<file path="src/rtl/seq_feed_ctrl.sv">
// -----------------------------------------------------------------------------
// seq_feed_ctrl
//
// Runs one pattern through a serial sequence detector and measures it. When
// `start` is accepted in IDLE, the controller:
//   1. latches `pattern`,
//   2. pulses `det_clr` for one cycle (CLEAR),
//   3. streams the word one bit per cycle on `det_din` (SHIFT),
//   4. waits DET_LAT cycles so the last bit's result can arrive (DRAIN),
//   5. pulses `done` for one cycle (DONE).
// Detector hits (`det_dout`=1) are counted only while a DET_LAT-delayed copy of
// `det_valid` is high. The count saturates at its maximum value.
//
// Build option:
//   SEQ_FEED_MSB_FIRST_EN  when defined, pattern[WIDTH-1] is sent first.
//                          Otherwise pattern[0] is sent first.
//
// Parameters:
//   WIDTH    pattern length in bits (>= 2)
//   CNT_W    width of bit_idx / match_count (2**CNT_W > WIDTH)
//   DET_LAT  detector latency from det_din to det_dout, in cycles (1..4)
//
// Ports:
//   clk          in   rising-edge clock
//   reset        in   asynchronous active-low reset
//   start        in   run request, honoured only in IDLE
//   pattern      in   word to stream, sampled on the accepted start edge
//   busy         out  high in every state except IDLE
//   done         out  one-cycle pulse at the end of a run
//   det_clr      out  one-cycle detector resync pulse
//   det_din      out  serial bit to the detector
//   det_valid    out  det_din carries a pattern bit
//   det_dout     in   detector output
//   bit_idx      out  time position of the bit currently on det_din
//   match_count  out  hits counted in the current or last run
// -----------------------------------------------------------------------------
module seq_feed_ctrl #(
  parameter int WIDTH   = 16,
  parameter int CNT_W   = 5,
  parameter int DET_LAT = 1
) (
  input  logic             clk,
  input  logic             reset,
  input  logic             start,
  input  logic [WIDTH-1:0] pattern,
  output logic             busy,
  output logic             done,
  output logic             det_clr,
  output logic             det_din,
  output logic             det_valid,
  input  logic             det_dout,
  output logic [CNT_W-1:0] bit_idx,
  output logic [CNT_W-1:0] match_count
);

  localparam logic [2:0] S_IDLE  = 3'd0;
  localparam logic [2:0] S_CLEAR = 3'd1;
  localparam logic [2:0] S_SHIFT = 3'd2;
  localparam logic [2:0] S_DRAIN = 3'd3;
  localparam logic [2:0] S_DONE  = 3'd4;

  localparam logic [CNT_W-1:0] IDX_LAST   = CNT_W'(WIDTH - 1);
  localparam logic [CNT_W-1:0] CNT_MAX    = {CNT_W{1'b1}};
  localparam logic [2:0]       DRAIN_LAST = 3'(DET_LAT - 1);

  logic [2:0]         r_state;
  logic [WIDTH-1:0]   r_sreg;
  logic [CNT_W-1:0]   r_idx;
  logic [CNT_W-1:0]   r_cnt;
  logic [2:0]         r_drain;
  logic [DET_LAT-1:0] r_vld_pipe;
  logic               r_busy;
  logic               r_done;
  logic               r_clr;
  logic               r_din;
  logic               r_valid;

  logic [2:0]         w_state_nxt;
  logic [WIDTH-1:0]   w_sreg_nxt;
  logic [CNT_W-1:0]   w_idx_nxt;
  logic [CNT_W-1:0]   w_cnt_nxt;
  logic [2:0]         w_drain_nxt;
  logic [DET_LAT-1:0] w_pipe_nxt;
  logic               w_din_nxt;
  logic               w_sreg_out;
  logic [WIDTH-1:0]   w_sreg_shift;
  logic               w_start_ok;
  logic               w_win;

  // Bit order: the outgoing bit is taken from one end while the register
  // moves the next bit into that position.
`ifdef SEQ_FEED_MSB_FIRST_EN
  assign w_sreg_out   = r_sreg[WIDTH-1];
  assign w_sreg_shift = r_sreg << 1;
`else
  assign w_sreg_out   = r_sreg[0];
  assign w_sreg_shift = r_sreg >> 1;
`endif

  assign w_start_ok = (r_state == S_IDLE) && start;
  // Valid delayed by the detector latency marks cycles whose det_dout belongs
  // to a streamed bit.
  assign w_win      = r_vld_pipe[DET_LAT-1];

  // Next-state, shift register, bit index and drain counter.
  // The bit for the coming SHIFT cycle is launched together with the shift, so
  // det_din is a plain register and still equals the register end bit.
  always_comb begin
    w_state_nxt = r_state;
    w_sreg_nxt  = r_sreg;
    w_idx_nxt   = r_idx;
    w_drain_nxt = r_drain;
    w_din_nxt   = 1'b0;
    case (r_state)
      S_IDLE: begin
        if (start) begin
          w_state_nxt = S_CLEAR;
          w_sreg_nxt  = pattern;
          w_idx_nxt   = {CNT_W{1'b0}};
        end else begin
          w_state_nxt = S_IDLE;
        end
      end
      S_CLEAR: begin
        w_state_nxt = S_SHIFT;
        w_din_nxt   = w_sreg_out;
        w_sreg_nxt  = w_sreg_shift;
        w_idx_nxt   = {CNT_W{1'b0}};
      end
      S_SHIFT: begin
        if (r_idx == IDX_LAST) begin
          w_state_nxt = S_DRAIN;
          w_drain_nxt = 3'd0;
        end else begin
          w_state_nxt = S_SHIFT;
          w_din_nxt   = w_sreg_out;
          w_sreg_nxt  = w_sreg_shift;
          w_idx_nxt   = r_idx + CNT_W'(1);
        end
      end
      S_DRAIN: begin
        if (r_drain == DRAIN_LAST) begin
          w_state_nxt = S_DONE;
        end else begin
          w_drain_nxt = r_drain + 3'd1;
        end
      end
      S_DONE: begin
        w_state_nxt = S_IDLE;
      end
      default: begin
        w_state_nxt = S_IDLE;
      end
    endcase
  end

  // Hit counter: cleared on an accepted start, saturating increment in window.
  always_comb begin
    if (w_start_ok) begin
      w_cnt_nxt = {CNT_W{1'b0}};
    end else if (w_win && det_dout && (r_cnt != CNT_MAX)) begin
      w_cnt_nxt = r_cnt + CNT_W'(1);
    end else begin
      w_cnt_nxt = r_cnt;
    end
  end

  // Valid delay line; stage 0 takes the det_valid that is currently driven.
  always_comb begin
    w_pipe_nxt    = r_vld_pipe << 1;
    w_pipe_nxt[0] = r_valid;
  end

  // State, datapath and registered outputs (decoded from the next state).
  always_ff @(posedge clk or negedge reset) begin
    if (!reset) begin
      r_state    <= S_IDLE;
      r_sreg     <= {WIDTH{1'b0}};
      r_idx      <= {CNT_W{1'b0}};
      r_cnt      <= {CNT_W{1'b0}};
      r_drain    <= 3'd0;
      r_vld_pipe <= {DET_LAT{1'b0}};
      r_busy     <= 1'b0;
      r_done     <= 1'b0;
      r_clr      <= 1'b0;
      r_din      <= 1'b0;
      r_valid    <= 1'b0;
    end else begin
      r_state    <= w_state_nxt;
      r_sreg     <= w_sreg_nxt;
      r_idx      <= w_idx_nxt;
      r_cnt      <= w_cnt_nxt;
      r_drain    <= w_drain_nxt;
      r_vld_pipe <= w_pipe_nxt;
      r_busy     <= (w_state_nxt != S_IDLE);
      r_done     <= (w_state_nxt == S_DONE);
      r_clr      <= (w_state_nxt == S_CLEAR);
      r_din      <= w_din_nxt;
      r_valid    <= (w_state_nxt == S_SHIFT);
    end
  end

  assign busy        = r_busy;
  assign done        = r_done;
  assign det_clr     = r_clr;
  assign det_din     = r_din;
  assign det_valid   = r_valid;
  assign bit_idx     = r_idx;
  assign match_count = r_cnt;

endmodule

</file>
<file path="config.mk">
export PLATFORM = sky130hd
export DESIGN_NAME = seq_feed_ctrl
export DESIGN_NICKNAME = d
export VERILOG_FILES = /design/src/rtl/seq_feed_ctrl.sv
export SDC_FILE = /design/constraint.sdc
export NUM_CORES = 1
export LEC_CHECK = 0
export CAP_MARGIN = 20
export CORE_MARGIN = 2
export CORE_UTILIZATION = 30
export CTS_CLUSTER_DIAMETER = 80
export DETAILED_ROUTE_END_ITERATION = 8
export PLACE_DENSITY = 0.6
export SETUP_SLACK_MARGIN = 0.15
export SLEW_MARGIN = 10
export SYNTH_ARGS = -nofsm -noshare
export SYNTH_HDL_FRONTEND = slang
export SYNTH_SLANG_ARGS = --single-unit
</file>
<file path="constraint.sdc">
create_clock -name clk -period 3.9 [get_ports clk]
set_input_delay 0.78 -clock clk [delete_from_list [all_inputs] [get_ports clk]]
set_output_delay 0.78 -clock clk [all_outputs]
set_load 0.05 [all_outputs]
</file>
Yosys cells after proc, flatten, opt, wreduce, memory -nomap -nowiden
Index checks and enable logic that the tools add are counted.
{"block": "op_classes", "n_addsub": 3, "eq_ne": 12, "muxes": 17, "n_reduce_logical": 11}
{"operator": "$pmux 16 s3", "n": 1}
{"operator": "$mux 16", "n": 2}
{"operator": "$mux 5", "n": 4}
{"operator": "$pmux 5 s3", "n": 1}
{"operator": "$pmux 3 s4", "n": 1}
{"operator": "$add 5x1->5 const B", "n": 2}
{"operator": "$eq 3x2->1 const B", "n": 3}
{"operator": "$mux 3", "n": 3}
{"operator": "$ne 2x2->1 const B", "n": 4}
{"operator": "$eq 3x1->1 const B", "n": 2}
{"operator": "$logic_not 3->1", "n": 2}
{"operator": "$pmux 3 s2", "n": 1}
{"operator": "$reduce_and 3->1", "n": 2}
{"operator": "$reduce_bool 3->1", "n": 2}
{"operator": "$eq 5x4->1 const B", "n": 1}
{"operator": "$ne 5x5->1 const B", "n": 1}
{"operator": "$reduce_bool 2->1", "n": 2}
{"operator": "$add 3x1->3 const B", "n": 1}
{"operator": "$eq 3x3->1 const B", "n": 1}
{"operator": "$logic_and 1x1->1", "n": 3}
{"operator": "$mux 1", "n": 3}
{"operator": "$pmux 1 s2", "n": 1}
{"block": "word_totals", "ff_bits": 38, "input_bits": 20, "output_inout_bits": 15, "wordCells": 54}

Logic depth before layout (Yosys ltp)
{"block": "depth", "ltp_word": 4, "depth_mapped": 9, "depth_no_buf": 7}

Least setup slack after synthesis
Ideal clock, no wire load.
{"block": "synth_path", "kind": "register to register", "startpoint": "reg r_idx[0] (netlist: bit_idx[0])", "endpoint": "reg r_idx[1] (netlist: bit_idx[1])", "setup_time_ns": 0.121, "arrival_ns": 2.319, "required_ns": 3.779, "setup_slack_ns": 1.460, "path_stages_with_launch": 9, "n_path_buf": 2, "period_less_slack_ns": 2.440, "cell_sequence": "dfrtp_1 -> ha_1 -> and3_1 -> ha_1 -> or4b_4 -> o31a_2 -> buf_6 -> buf_6 -> a22o_1"}
{"block": "synth_between", "elab_chain_len": 3, "elab_cells_between_ends": 6, "cone_classes": "add/sub (1); eq/ne (2); mux (2); reduce/logical (1)"}
{"element": "start: declaration", "line_no": "68", "rtl": "logic [CNT_W-1:0] r_idx;"}
{"element": "start signal: assignment", "line_no": "179", "rtl": "r_idx <= {CNT_W{1'b0}};"}
{"element": "start signal: assignment", "line_no": "191", "rtl": "r_idx <= w_idx_nxt;"}
{"element": "$add 5x1->5 or $eq 5x4->1 (tied branches)", "line_no": "138, 131"}
{"element": "$mux 5 or $ne 2x2->1 (tied branches)"}
{"element": "$pmux 5 s3 or $reduce_and 3->1 (tied branches)"}
Several ways; a longest one is shown, not always the timed one. The select of a mux whose other input is x is not followed.
A chain may end at the register's enable or synchronous reset.

Worst setup path after layout
{"block": "layout_path", "startpoint": "reg r_idx[2] (netlist: bit_idx[2])", "endpoint": "out bit_idx[2]"}
{"element": "end: declaration", "line_no": "52", "rtl": "output logic [CNT_W-1:0] bit_idx,"}
No word-level cell between the ends.

==> summary.txt <==
status: finished clean
Gate power share: 51.7%
largest delay contributor family on the critical path: buffers and inverters
quantity of I/O buffers inserted on ports: 34
crit path time final: 2.33 ns
Pwr Density: 880 mW/mm²
Post-Synth Adder-Cell Area: 4.13%
drt pass-1 iters: 4
top-count cell post-synth: dfrtp_1
first-pass GRT wire length: 5890 µm
max incr delay on CP: 0.83 ns
Synth warnings: 0
cells after synthesis: 183
crit start category: flop
Overflow after GRT: 0
root buffer cell: clkbuf_8
critical path required time: 3.12 ns
Std-Cell Rows: 28
critical-path cell list: clkdlybuf4s50_1
synth cell count leaders: dfrtp_1, nor2_1, a21oi_1, nand2_1, a21oi_2
top-area cell type share of the netlist area: 52.3%
Final setup viols: 0
number of global-route vias before repair: 1306
critical path's slowest cell: clkdlybuf4s50_1
Die Ht: 81.8 µm
HPWL after detailed placement: 2470 µm
synth unique cells: 35
mux cell area share after synthesis: 1.72%
unrepaired setup endpoints after global routing: no
Ant. Diodes: 0
DRC: 0
Synth Area per Inst: 9.93 µm²
Synth area leaders: dfrtp_1, a21oi_1, nor2_1
# nets final: 242
vias: 1349
Layout area overhead: 26.3%
Core ar.: 0.00589 mm²
Min Hold Slack: 0.376 ns
DRT antenna net count: 0
Fmax: 429 MHz
Worst Clk Skew: 0.0121 ns
Clock Path Buffers: 2
Post-synth EDFFs: 0
Hold Path Class: reg -> reg
Critical Path AT: 1.55 ns
#FFs+latches synth: 38
Power Total: 2020 µW
Pint: 1090 µW
vias per inst: 4.62
Slew HR: 44.7%
Slew Viols, Final: 0
worst path buffer plus inverter count: 1
CTS buffer count: 5
H-tree lvl count: 2
setup_tns: 0 ns
CTS tree: done
Top FF cell, synth: dfrtp_1
hold_buf cts: 0
clock transition at the registers of the reported paths: 0.08 ns
fin util: 39.0%
Worst-Margin Slew: 0.829 ns
XOR/XNOR Fraction of Synth Area: 2.41%
Simple-Gate Fraction of Synth Area: 17.8%
CP max FO: 6
per-cell routed wire length: 12.0 µm
part of the Yosys area used for sequential elements: 52.3%
critical path type: reg -> out
Worst-Skew Late Latency: 0.29 ns
total routed wirelength: 3520 µm
Reg power frac: 34.3%
Compound-Gate Fraction of Synth Area: 17.4%
Net Sw Power: 928 µW
Routability Congestion: 0.786
Initial Util: 30.9%
main combinational cell family by area after synthesis: simple AND/OR/NAND/NOR gates
Hold Vio Cnt, Final: 0
VDD IR-drop max: 0.369 mV
Switching Share: 45.9%
DR iter-0 viols: 96
Leak Pwr: 0.000996 µW
layout cell share with drive strength beyond 1: 11.5%
Clk pwr share: 13.9%
die area: 0.00670 mm²
MaxCap Viol Count: 0
initial antenna violation count: 0
CP Capture Type: output port
Syn Nets: 209
Netlist Area Pre-Place: 0.00182 mm²
fraction of registers with async set/reset: 100%
post-CTS setup buffers: 0
clk sinks: 38
Total Routing Usage GR: 11.5%
Post-CTS Resized: 0
io pins: 35
Yosys top cell by area: dfrtp_1
pin count of the biggest net entering global routing: 39
period utilization: 59.8%
Chip Width: 81.8 µm
==> cell families (layout without fill, tap and decap cells) <==
family | Yosys count | after routing
xor+xnor | 5 | 5
compound gates | 48 | 48
mux | 3 | 3
buf+inv | 14 | 48
fa+ha+maj | 6 | 6
flops | 38 | 38
simple gates | 69 | 69
==> path summary, 6_finish.rpt <==
kind / from / slack [ns] / end / cells past startpoint
worst max-delay path: bit_idx[2] / 1.57 / bit_idx[2] / 1
worst min-delay path: det_valid / 0.38 / r_vld_pipe / 0
worst max register to register: bit_idx[0] / 1.60 / r_sreg[15] / 7
worst min register to register: det_valid / 0.38 / r_vld_pipe / 0
max in group asynchronous: reset / 2.79 / r_sreg[8] / 1
min in group asynchronous: reset / 0.58 / bit_idx[2] / 1
==> placed cells by master, fill, tap and decap left out, types with 2 or more instances in the layout <==
master            n
o21ai_0           3
nand2_1          22
clkdlybuf4s50_1  33
nor2b_1           3
ha_1              6
nor2_1           27
a21oi_2           7
inv_1             4
a21oi_1          25
xor2_1            4
clkbuf_8          6
and2_1            4
dfrtp_1          38
buf_4             2
nor3_1            3
and3_1            2
nand4_1           2
a22o_1            6
mux2i_1           2
==> power by group through the flow <==
stage	combinational, µW	clock, µW	sequential (µW)
floorplan	731	0	802
global placement	1050	0	698
detailed placement	1060	0	702
CTS	1060	293	696
global route	1170	311	715
finish	1050	281	694
==> layout make-up <==
class | count | area, µm²
Tap cell | 75 | 93.8
Timing Repair Buffer | 36 | 350
Inverter | 4 | 15.0
Sequential cell | 38 | 951
Fill cell | 599 | 3590
Multi-Input combinational cell | 131 | 791
Clock buffer | 6 | 82.6
Clock inverter | 2 | 12.5
==> through the flow <==
step	cells	cell area (µm²)	setup WS, ns
floorplan	183	1820	1.46
global placement	284	2200	1.56
detailed placement	284	2200	1.54
CTS	292	2300	1.54
global route	292	2300	1.46
finish	292	2300	1.57
==> state kept, by name (all words and copies together), names as in the netlist <==
name         count
bit_idx          5
busy             1
det_clr          1
det_din          1
det_valid        1
done             1
match_count      5
r_drain          3
r_sreg          16
r_state          3
r_vld_pipe       1
==> metal layers <==
layer / vias to the layer above / part of all wire (%) / track usage, % / wire [µm]
li1: 690 / - / - / -
met1: 621 / 46 / 13.9 / 1630
met2: 36 / 47 / 18.9 / 1650
met3: 2 / 6.4 / 4.40 / 224
met4: 0 / 0.37 / 4.00 / 13
met5: - / 0 / 0 / 0
No activity file was read; power rests on OpenSTA's default activity.
